$ cat config.mk
export PLATFORM = sky130hd
export DESIGN_NAME = seq_signed_divider
export DESIGN_NICKNAME = d
export VERILOG_FILES = /design/src/rtl/seq_div_pkg.sv /design/src/rtl/div_step.sv /design/src/rtl/seq_signed_divider.sv
export SDC_FILE = /design/constraint.sdc
export NUM_CORES = 1
export LEC_CHECK = 0
export BUFFER_PORTS_ARGS = -buffer_cell sky130_fd_sc_hd__buf_2
export CAP_MARGIN = 20
export CORE_MARGIN = 2
export CORE_UTILIZATION = 50
export DETAILED_ROUTE_END_ITERATION = 10
export PLACE_DENSITY = 0.71
export SLEW_MARGIN = 20
export SYNTH_ARGS = -nofsm -noshare
export SYNTH_HDL_FRONTEND = slang
export SYNTH_SLANG_ARGS = --single-unit
export TNS_END_PERCENT = 20
$ cat constraint.sdc
create_clock -name clk -period 4.1 [get_ports clk]
set_input_delay 0.41 -clock clk [delete_from_list [all_inputs] [get_ports clk]]
set_output_delay 0.41 -clock clk [all_outputs]
set_load 0.05 [all_outputs]
$ cat src/rtl/seq_div_pkg.sv
// ----------------------------------------------------------------------------
// seq_div_pkg
// Shared definitions for the sequential signed divider:
//   DEFAULT_WIDTH - default operand/result width
//   div_state_t   - controller states (IDLE, CALC, SIGN)
// ----------------------------------------------------------------------------
package seq_div_pkg;

    localparam int DEFAULT_WIDTH = 32;

    typedef enum logic [1:0] {
        IDLE = 2'd0,
        CALC = 2'd1,
        SIGN = 2'd2
    } div_state_t;

endpackage

$ cat src/rtl/div_step.sv
// ----------------------------------------------------------------------------
// div_step
// One radix-2 restoring division step (purely combinational).
//   i_rem      - current partial remainder (WIDTH+1 bits)
//   i_dvd_msb  - next dividend bit shifted into the partial remainder
//   i_dvs_mag  - divisor magnitude
//   o_rem      - next partial remainder (restored if trial subtract < 0)
//   o_qbit     - quotient bit produced by this step
// ----------------------------------------------------------------------------
module div_step
    import seq_div_pkg::*;
#(
    parameter int WIDTH = DEFAULT_WIDTH
) (
    input  logic [WIDTH:0]   i_rem,
    input  logic             i_dvd_msb,
    input  logic [WIDTH-1:0] i_dvs_mag,
    output logic [WIDTH:0]   o_rem,
    output logic             o_qbit
);

    logic [WIDTH+1:0] w_shift;
    logic [WIDTH+1:0] w_diff;

    // One extra bit above the shifted remainder acts as the borrow/sign bit
    // of the trial subtraction.
    assign w_shift = {i_rem, i_dvd_msb};
    assign w_diff  = w_shift - {2'b00, i_dvs_mag};

    assign o_qbit = ~w_diff[WIDTH+1];
    assign o_rem  = o_qbit ? w_diff[WIDTH:0] : w_shift[WIDTH:0];

endmodule

$ cat src/rtl/seq_signed_divider.sv
// ----------------------------------------------------------------------------
// seq_signed_divider
// Sequential signed divider: restoring division on operand magnitudes, one
// quotient bit per clock, followed by a sign-fixup cycle.
//   clk        - clock, rising edge
//   resetN     - asynchronous active-low reset
//   Dividend   - signed numerator, sampled on accepted start
//   Divisor    - signed denominator, sampled on accepted start
//   start      - request pulse, accepted only when busy=0
//   Quotient   - signed quotient, truncated toward zero (registered)
//   Remainder  - signed remainder with the sign of Dividend (registered)
//   busy       - operation in progress
//   done       - one-cycle pulse when Quotient/Remainder update
//   divByZero  - set with done when the divisor was zero, held until next done
// ----------------------------------------------------------------------------
module seq_signed_divider
    import seq_div_pkg::*;
#(
    parameter int WIDTH = DEFAULT_WIDTH
) (
    input  logic             clk,
    input  logic             resetN,
    input  logic [WIDTH-1:0] Dividend,
    input  logic [WIDTH-1:0] Divisor,
    input  logic             start,
    output logic [WIDTH-1:0] Quotient,
    output logic [WIDTH-1:0] Remainder,
    output logic             busy,
    output logic             done,
    output logic             divByZero
);

    localparam int CW = $clog2(WIDTH) + 1;
    localparam logic [CW-1:0] LAST_STEP = CW'(WIDTH - 1);

    div_state_t       r_state;
    logic [CW-1:0]    r_cnt;
    logic [WIDTH-1:0] r_dvd;     // dividend magnitude, becomes quotient magnitude
    logic [WIDTH-1:0] r_dvs;     // divisor magnitude
    logic [WIDTH:0]   r_rem;     // partial remainder
    logic             r_qsign;
    logic             r_rsign;
    logic             r_dbz;

    logic [WIDTH:0]   w_dvd_ext;
    logic [WIDTH:0]   w_dvs_ext;
    logic [WIDTH:0]   w_dvd_abs;
    logic [WIDTH:0]   w_dvs_abs;
    logic [WIDTH:0]   w_q_ext;
    logic [WIDTH:0]   w_q_res;
    logic [WIDTH:0]   w_r_src;
    logic [WIDTH:0]   w_r_res;
    logic [WIDTH:0]   w_step_rem;
    logic             w_step_qbit;
    logic             w_unused_bits;

    // Magnitudes are formed in WIDTH+1 bits so |-2^(WIDTH-1)| is exact; the
    // result always fits back into WIDTH unsigned bits.
    assign w_dvd_ext = {Dividend[WIDTH-1], Dividend};
    assign w_dvs_ext = {Divisor[WIDTH-1], Divisor};
    assign w_dvd_abs = Dividend[WIDTH-1] ? (~w_dvd_ext + (WIDTH+1)'(1)) : w_dvd_ext;
    assign w_dvs_abs = Divisor[WIDTH-1]  ? (~w_dvs_ext + (WIDTH+1)'(1)) : w_dvs_ext;

    assign w_q_ext = {1'b0, r_dvd};
    assign w_q_res = r_qsign ? (~w_q_ext + (WIDTH+1)'(1)) : w_q_ext;

    // On divide-by-zero the remainder is the original dividend, rebuilt from
    // its latched magnitude and sign.
    assign w_r_src = r_dbz ? {1'b0, r_dvd} : r_rem;
    assign w_r_res = r_rsign ? (~w_r_src + (WIDTH+1)'(1)) : w_r_src;

    assign w_unused_bits = ^{w_dvd_abs[WIDTH], w_dvs_abs[WIDTH], w_q_res[WIDTH], w_r_res[WIDTH]};

    div_step #(.WIDTH(WIDTH)) u_step (
        .i_rem     (r_rem),
        .i_dvd_msb (r_dvd[WIDTH-1]),
        .i_dvs_mag (r_dvs),
        .o_rem     (w_step_rem),
        .o_qbit    (w_step_qbit)
    );

    always_ff @(posedge clk or negedge resetN) begin
        if (!resetN) begin
            r_state   <= IDLE;
            r_cnt     <= '0;
            r_dvd     <= '0;
            r_dvs     <= '0;
            r_rem     <= '0;
            r_qsign   <= 1'b0;
            r_rsign   <= 1'b0;
            r_dbz     <= 1'b0;
            Quotient  <= '0;
            Remainder <= '0;
            busy      <= 1'b0;
            done      <= 1'b0;
            divByZero <= 1'b0;
        end else begin
            done <= 1'b0;
            case (r_state)
                IDLE: begin
                    if (start) begin
                        r_dvd   <= w_dvd_abs[WIDTH-1:0];
                        r_dvs   <= w_dvs_abs[WIDTH-1:0];
                        r_qsign <= Dividend[WIDTH-1] ^ Divisor[WIDTH-1];
                        r_rsign <= Dividend[WIDTH-1];
                        r_dbz   <= (Divisor == '0);
                        r_rem   <= '0;
                        r_cnt   <= '0;
                        busy    <= 1'b1;
                        r_state <= CALC;
                    end
                end
                CALC: begin
                    if (r_dbz) begin
                        Quotient  <= '1;
                        Remainder <= w_r_res[WIDTH-1:0];
                        divByZero <= 1'b1;
                        done      <= 1'b1;
                        busy      <= 1'b0;
                        r_state   <= IDLE;
                    end else begin
                        // Quotient bits shift in behind the consumed dividend bits.
                        r_rem <= w_step_rem;
                        r_dvd <= {r_dvd[WIDTH-2:0], w_step_qbit};
                        r_cnt <= r_cnt + CW'(1);
                        if (r_cnt == LAST_STEP) begin
                            r_state <= SIGN;
                        end
                    end
                end
                SIGN: begin
                    Quotient  <= w_q_res[WIDTH-1:0];
                    Remainder <= w_r_res[WIDTH-1:0];
                    divByZero <= 1'b0;
                    done      <= 1'b1;
                    busy      <= 1'b0;
                    r_state   <= IDLE;
                end
                default: begin
                    r_state <= IDLE;
                    busy    <= 1'b0;
                end
            endcase
        end
    end

endmodule
==> flow_metrics.py <==
metrics = {
    "finish": {
        "final_common_cell": "dfrtp_1",
        "drive_gt1_share_pct": 13.85,
        "nets": 1626,
        "post-route-util_pct": 57.53,
        "mostFrequentLayoutCells": "dfrtp_1 (174), nand2_1 (172), o21ai_0 (162), buf_2 (132)",
        "final_area_um2": 13500,
        "diodes": 0,
        "layout.cells.non_filler": 1850,
        "syn_to_final_growth_pct": 12.63,
    },
    "power_and_ir_drop": {
        "power_density_nw_per_um2": 760.8,
        "pwr-share-comb_pct": 56.1,
        "power_mw": 10.27,
        "power_switching_mw": 4.992,
        "intPower_mw": 5.282,
        "peakVddDrop_v": 0.0004932,
        "netSwitchingFraction_pct": 48.59,
        "power_frac_clock_pct": 16.3,
        "seq_power_share_pct": 27.6,
        "p_leak_nw": 6.162,
    },
    "place": {
        "placed_area_um2": 12900,
        "placedCellCount": 1818,
        "dpl.hpwl_mm": 25.79,
        "gp_congestion": 0.9345,
        "portBuffers": 133,
    },
    "cts": {
        "clk_path_buf_depth": 2,
        "cts_resized": 0,
        "htreeDepth": 4,
        "hold_buffers": 0,
        "postCtsSetupBuffers": 0,
        "clk_transition_reported_paths_ns": 0.08,
        "root_buffer": "clkbuf_16",
        "cts_buffers": 17,
        "cts_tree": "done",
        "cts_sinks": 175,
        "clock_latency_ns": 0.45,
    },
    "critical_path": {
        "ff2ff_path_depth": 10,
        "ff2ff_setup_slack_ns": 0.69,
        "crit_start": "r_rem[7]$_DFFE_PN0P_",
        "r2r-start": "r_rem[7]$_DFFE_PN0P_",
        "critPathKind": "flop to flop",
        "critPathCapture": "r_rem[0]$_DFFE_PN0P_",
        "crit_path_max_fanout": 14,
        "crit_required_ns": 4.43,
        "r2r-end": "r_rem[0]$_DFFE_PN0P_",
        "cp-start-kind": "flop",
        "cp-end-kind": "flop",
        "worstPathArrival_ns": 3.75,
    },
    "sta": {
        "post-route-period-util_pct": 83.25,
        "worst_hold_slack_ns": -0.04076,
        "slew_headroom_pct": 36.31,
        "fmax_mhz": 293.0,
        "fin_skew_ns": 0.01593,
        "rsz0062_at_grt": "no",
        "finalSetupViolCount": 0,
        "tightest_slew_ns": 0.9553,
        "finalCriticalPeriod_ns": 3.413,
        "hold_viol": 23,
        "slew_viol_final": 0,
        "finalSetupTns_ns": 0,
    },
    "routing": {
        "num_vias": 10816,
        "wire_per_inst_um": 18.38,
        "antenna_left": 0,
        "drcViolationCount": 0,
        "via_per_inst": 5.846,
        "wirelength_mm": 34.00,
        "first_pass_iters": 6,
        "drtIter0Drc": 991,
    },
    "synth": {
        "ys_seq_elements": 175,
        "syn-cell-area_um2": 11990,
        "synth_cells": 1430,
        "yosysWarnings": 0,
        "synth-edff-count": 0,
        "synth_fp_nets": 1538,
        "ys.flop_type": "dfrtp_1",
        "synthArstFlopShare_pct": 100.0,
        "synth.distinct_cells": 66,
        "synth_area_per_cell_um2": 8.384,
        "ys_seq_area_share_pct": 36.53,
    },
    "status": {
        "status": "complete, but fails checks",
        "violations": "negative hold slack",
    },
    "global_route": {
        "grt.busiest_layer": "met2",
        "grt_pass1_wl_mm": 54.81,
        "grt_max_degree": 102,
        "track_usage_pct": 27.01,
        "globalRouteOverflowTotal": 0,
        "grt_pass1_vias": 10032,
        "grtUsageMet2_pct": 42.16,
        "grt_util_met1_pct": 38.63,
        "use_met3_pct": 4.336,
        "antenna_found_initial": 1,
    },
    "floorplanning": {
        "core_region_area_um2": 23470,
        "start_util_pct": 51.08,
        "dieArea_um2": 25230,
        "die_x_um": 158.9,
        "rows": 56,
        "dieHeight_um": 158.9,
        "io_pins": 134,
    },
    "min_path": {
        "min_path_type": "input pin to async pin",
    },
    "run": {
        "drv_cap": 0,
    },
}
==> through the flow <==
stage / setup slack (ns) / hold WS, ns
global route: 0.5564 / 0.02312
CTS: 0.6925 / 0.003249
floorplan: 0.1514 / 0.1144
global placement: 0.7820 / 0.4611
detailed placement: 0.7022 / 0.4688
finish: 0.6868 / -0.04076
==> worst max-delay path, cell delays in order, from the launching register on <==
cell	delay (ns)
dfrtp_1	0.46
ha_1	0.40
and3_1	0.23
and3_1	0.18
a21bo_2	0.25
a211oi_1	0.35
buf_4	0.21
o32ai_4	0.13
xnor2_2	0.66
mux2i_1	0.19
a22o_1	0.23
==> power groups by stage <==
stage               clock network [mW]  registers (mW)  logic [mW]
finish                            1.67            2.83        5.76
global route                      1.78            2.89        6.40
CTS                               1.70            2.81        5.71
detailed placement                   0            2.85        5.67
global placement                     0            2.82        5.64
floorplan                            0            2.49        4.56
==> flip-flops by register name, summed over array words and instances (netlist names) <==
signal / cells
done: 1
r_rem: 33
r_dbz: 1
r_dvs: 32
r_rsign: 1
r_state: 2
busy: 1
r_dvd: 32
divByZero: 1
r_cnt: 6
Remainder: 32
r_qsign: 1
Quotient: 32
==> layout make-up <==
class                           instances  area, um^2
Timing Repair Buffer                  153       834.6
Clock inverter                         15       181.4
Clock buffer                           17       425.4
Fill cell                            2180        9970
Inverter                               60       225.2
Multi-Input combinational cell       1111        7057
Sequential cell                       175        4380
Tap cell                              319       399.1
==> layer usage <==
metal | share of wire [%] | wire [um]
met5 | 0.038 | 13
met3 | 6.5 | 2217
met1 | 45 | 15400
met4 | 2.6 | 892
met2 | 46 | 15480
==> cells by family after synthesis <==
logic type                 after synthesis  share of synthesized area (%)
AOI/OAI and AO/OA                      422                          21.37
xor gates and xnor gates               150                          11.08
adders and majority gates               41                          4.341
buffers and inverters                  144                          4.769
DFF                                    175                          36.53
muxes                                   61                          5.155
and+or+nand+nor                        437                          16.75
==> cell usage after synthesis, types with 6 or more instances <==
| library cell | number | share of area, % |
|---|---|---|
| a21o_1 | 7 | 0.44 |
| a21oi_1 | 110 | 4.6 |
| a22oi_1 | 14 | 0.88 |
| a32oi_1 | 11 | 0.80 |
| and2_1 | 9 | 0.47 |
| and3_1 | 11 | 0.57 |
| buf_1 | 9 | 0.28 |
| buf_2 | 9 | 0.38 |
| clkbuf_1 | 62 | 1.9 |
| dfrtp_1 | 175 | 37 |
| ha_1 | 40 | 4.2 |
| inv_1 | 60 | 1.9 |
| mux2_2 | 6 | 0.56 |
| mux2i_1 | 55 | 4.6 |
| nand2_1 | 173 | 5.4 |
| nand2b_1 | 8 | 0.42 |
| nand3_1 | 27 | 1.1 |
| nand4_1 | 11 | 0.57 |
| nor2_1 | 111 | 3.5 |
| nor2b_1 | 12 | 0.63 |
| nor3_1 | 25 | 1.0 |
| nor4_1 | 11 | 0.57 |
| o211ai_1 | 19 | 1.2 |
| o21a_1 | 7 | 0.44 |
| o21ai_0 | 162 | 6.8 |
| o21bai_1 | 9 | 0.56 |
| o31ai_1 | 33 | 2.1 |
| o41ai_1 | 12 | 0.88 |
| or2_2 | 7 | 0.37 |
| or3_1 | 7 | 0.37 |
| or4_1 | 14 | 0.88 |
| xnor2_1 | 57 | 4.2 |
| xor2_1 | 91 | 6.6 |
==> how the worst min path moves through the flow <==
| stage | endpoint | cells past startpoint | slack (ns) | from |
|---|---|---|---|---|
| after global routing | Remainder[14]$_DFFE_PN0P_ | 1 | 0.02 | resetN |
| after CTS | Remainder[14]$_DFFE_PN0P_ | 1 | 0.003 | resetN |
| after global placement | r_dvs[16]$_DFFE_PN0P_ | 2 | 0.46 | r_dvs[16]$_DFFE_PN0P_ |
| after detailed placement | Remainder[1]$_DFFE_PN0P_ | 1 | 0.47 | Remainder[1]$_DFFE_PN0P_ |
| after floorplan | Quotient[0]$_DFFE_PN0P_ | 0 | 0.11 | resetN |
| final | Remainder[17]$_DFFE_PN0P_ | 1 | -0.04 | resetN |
Power figures use the tool's default switching activity.
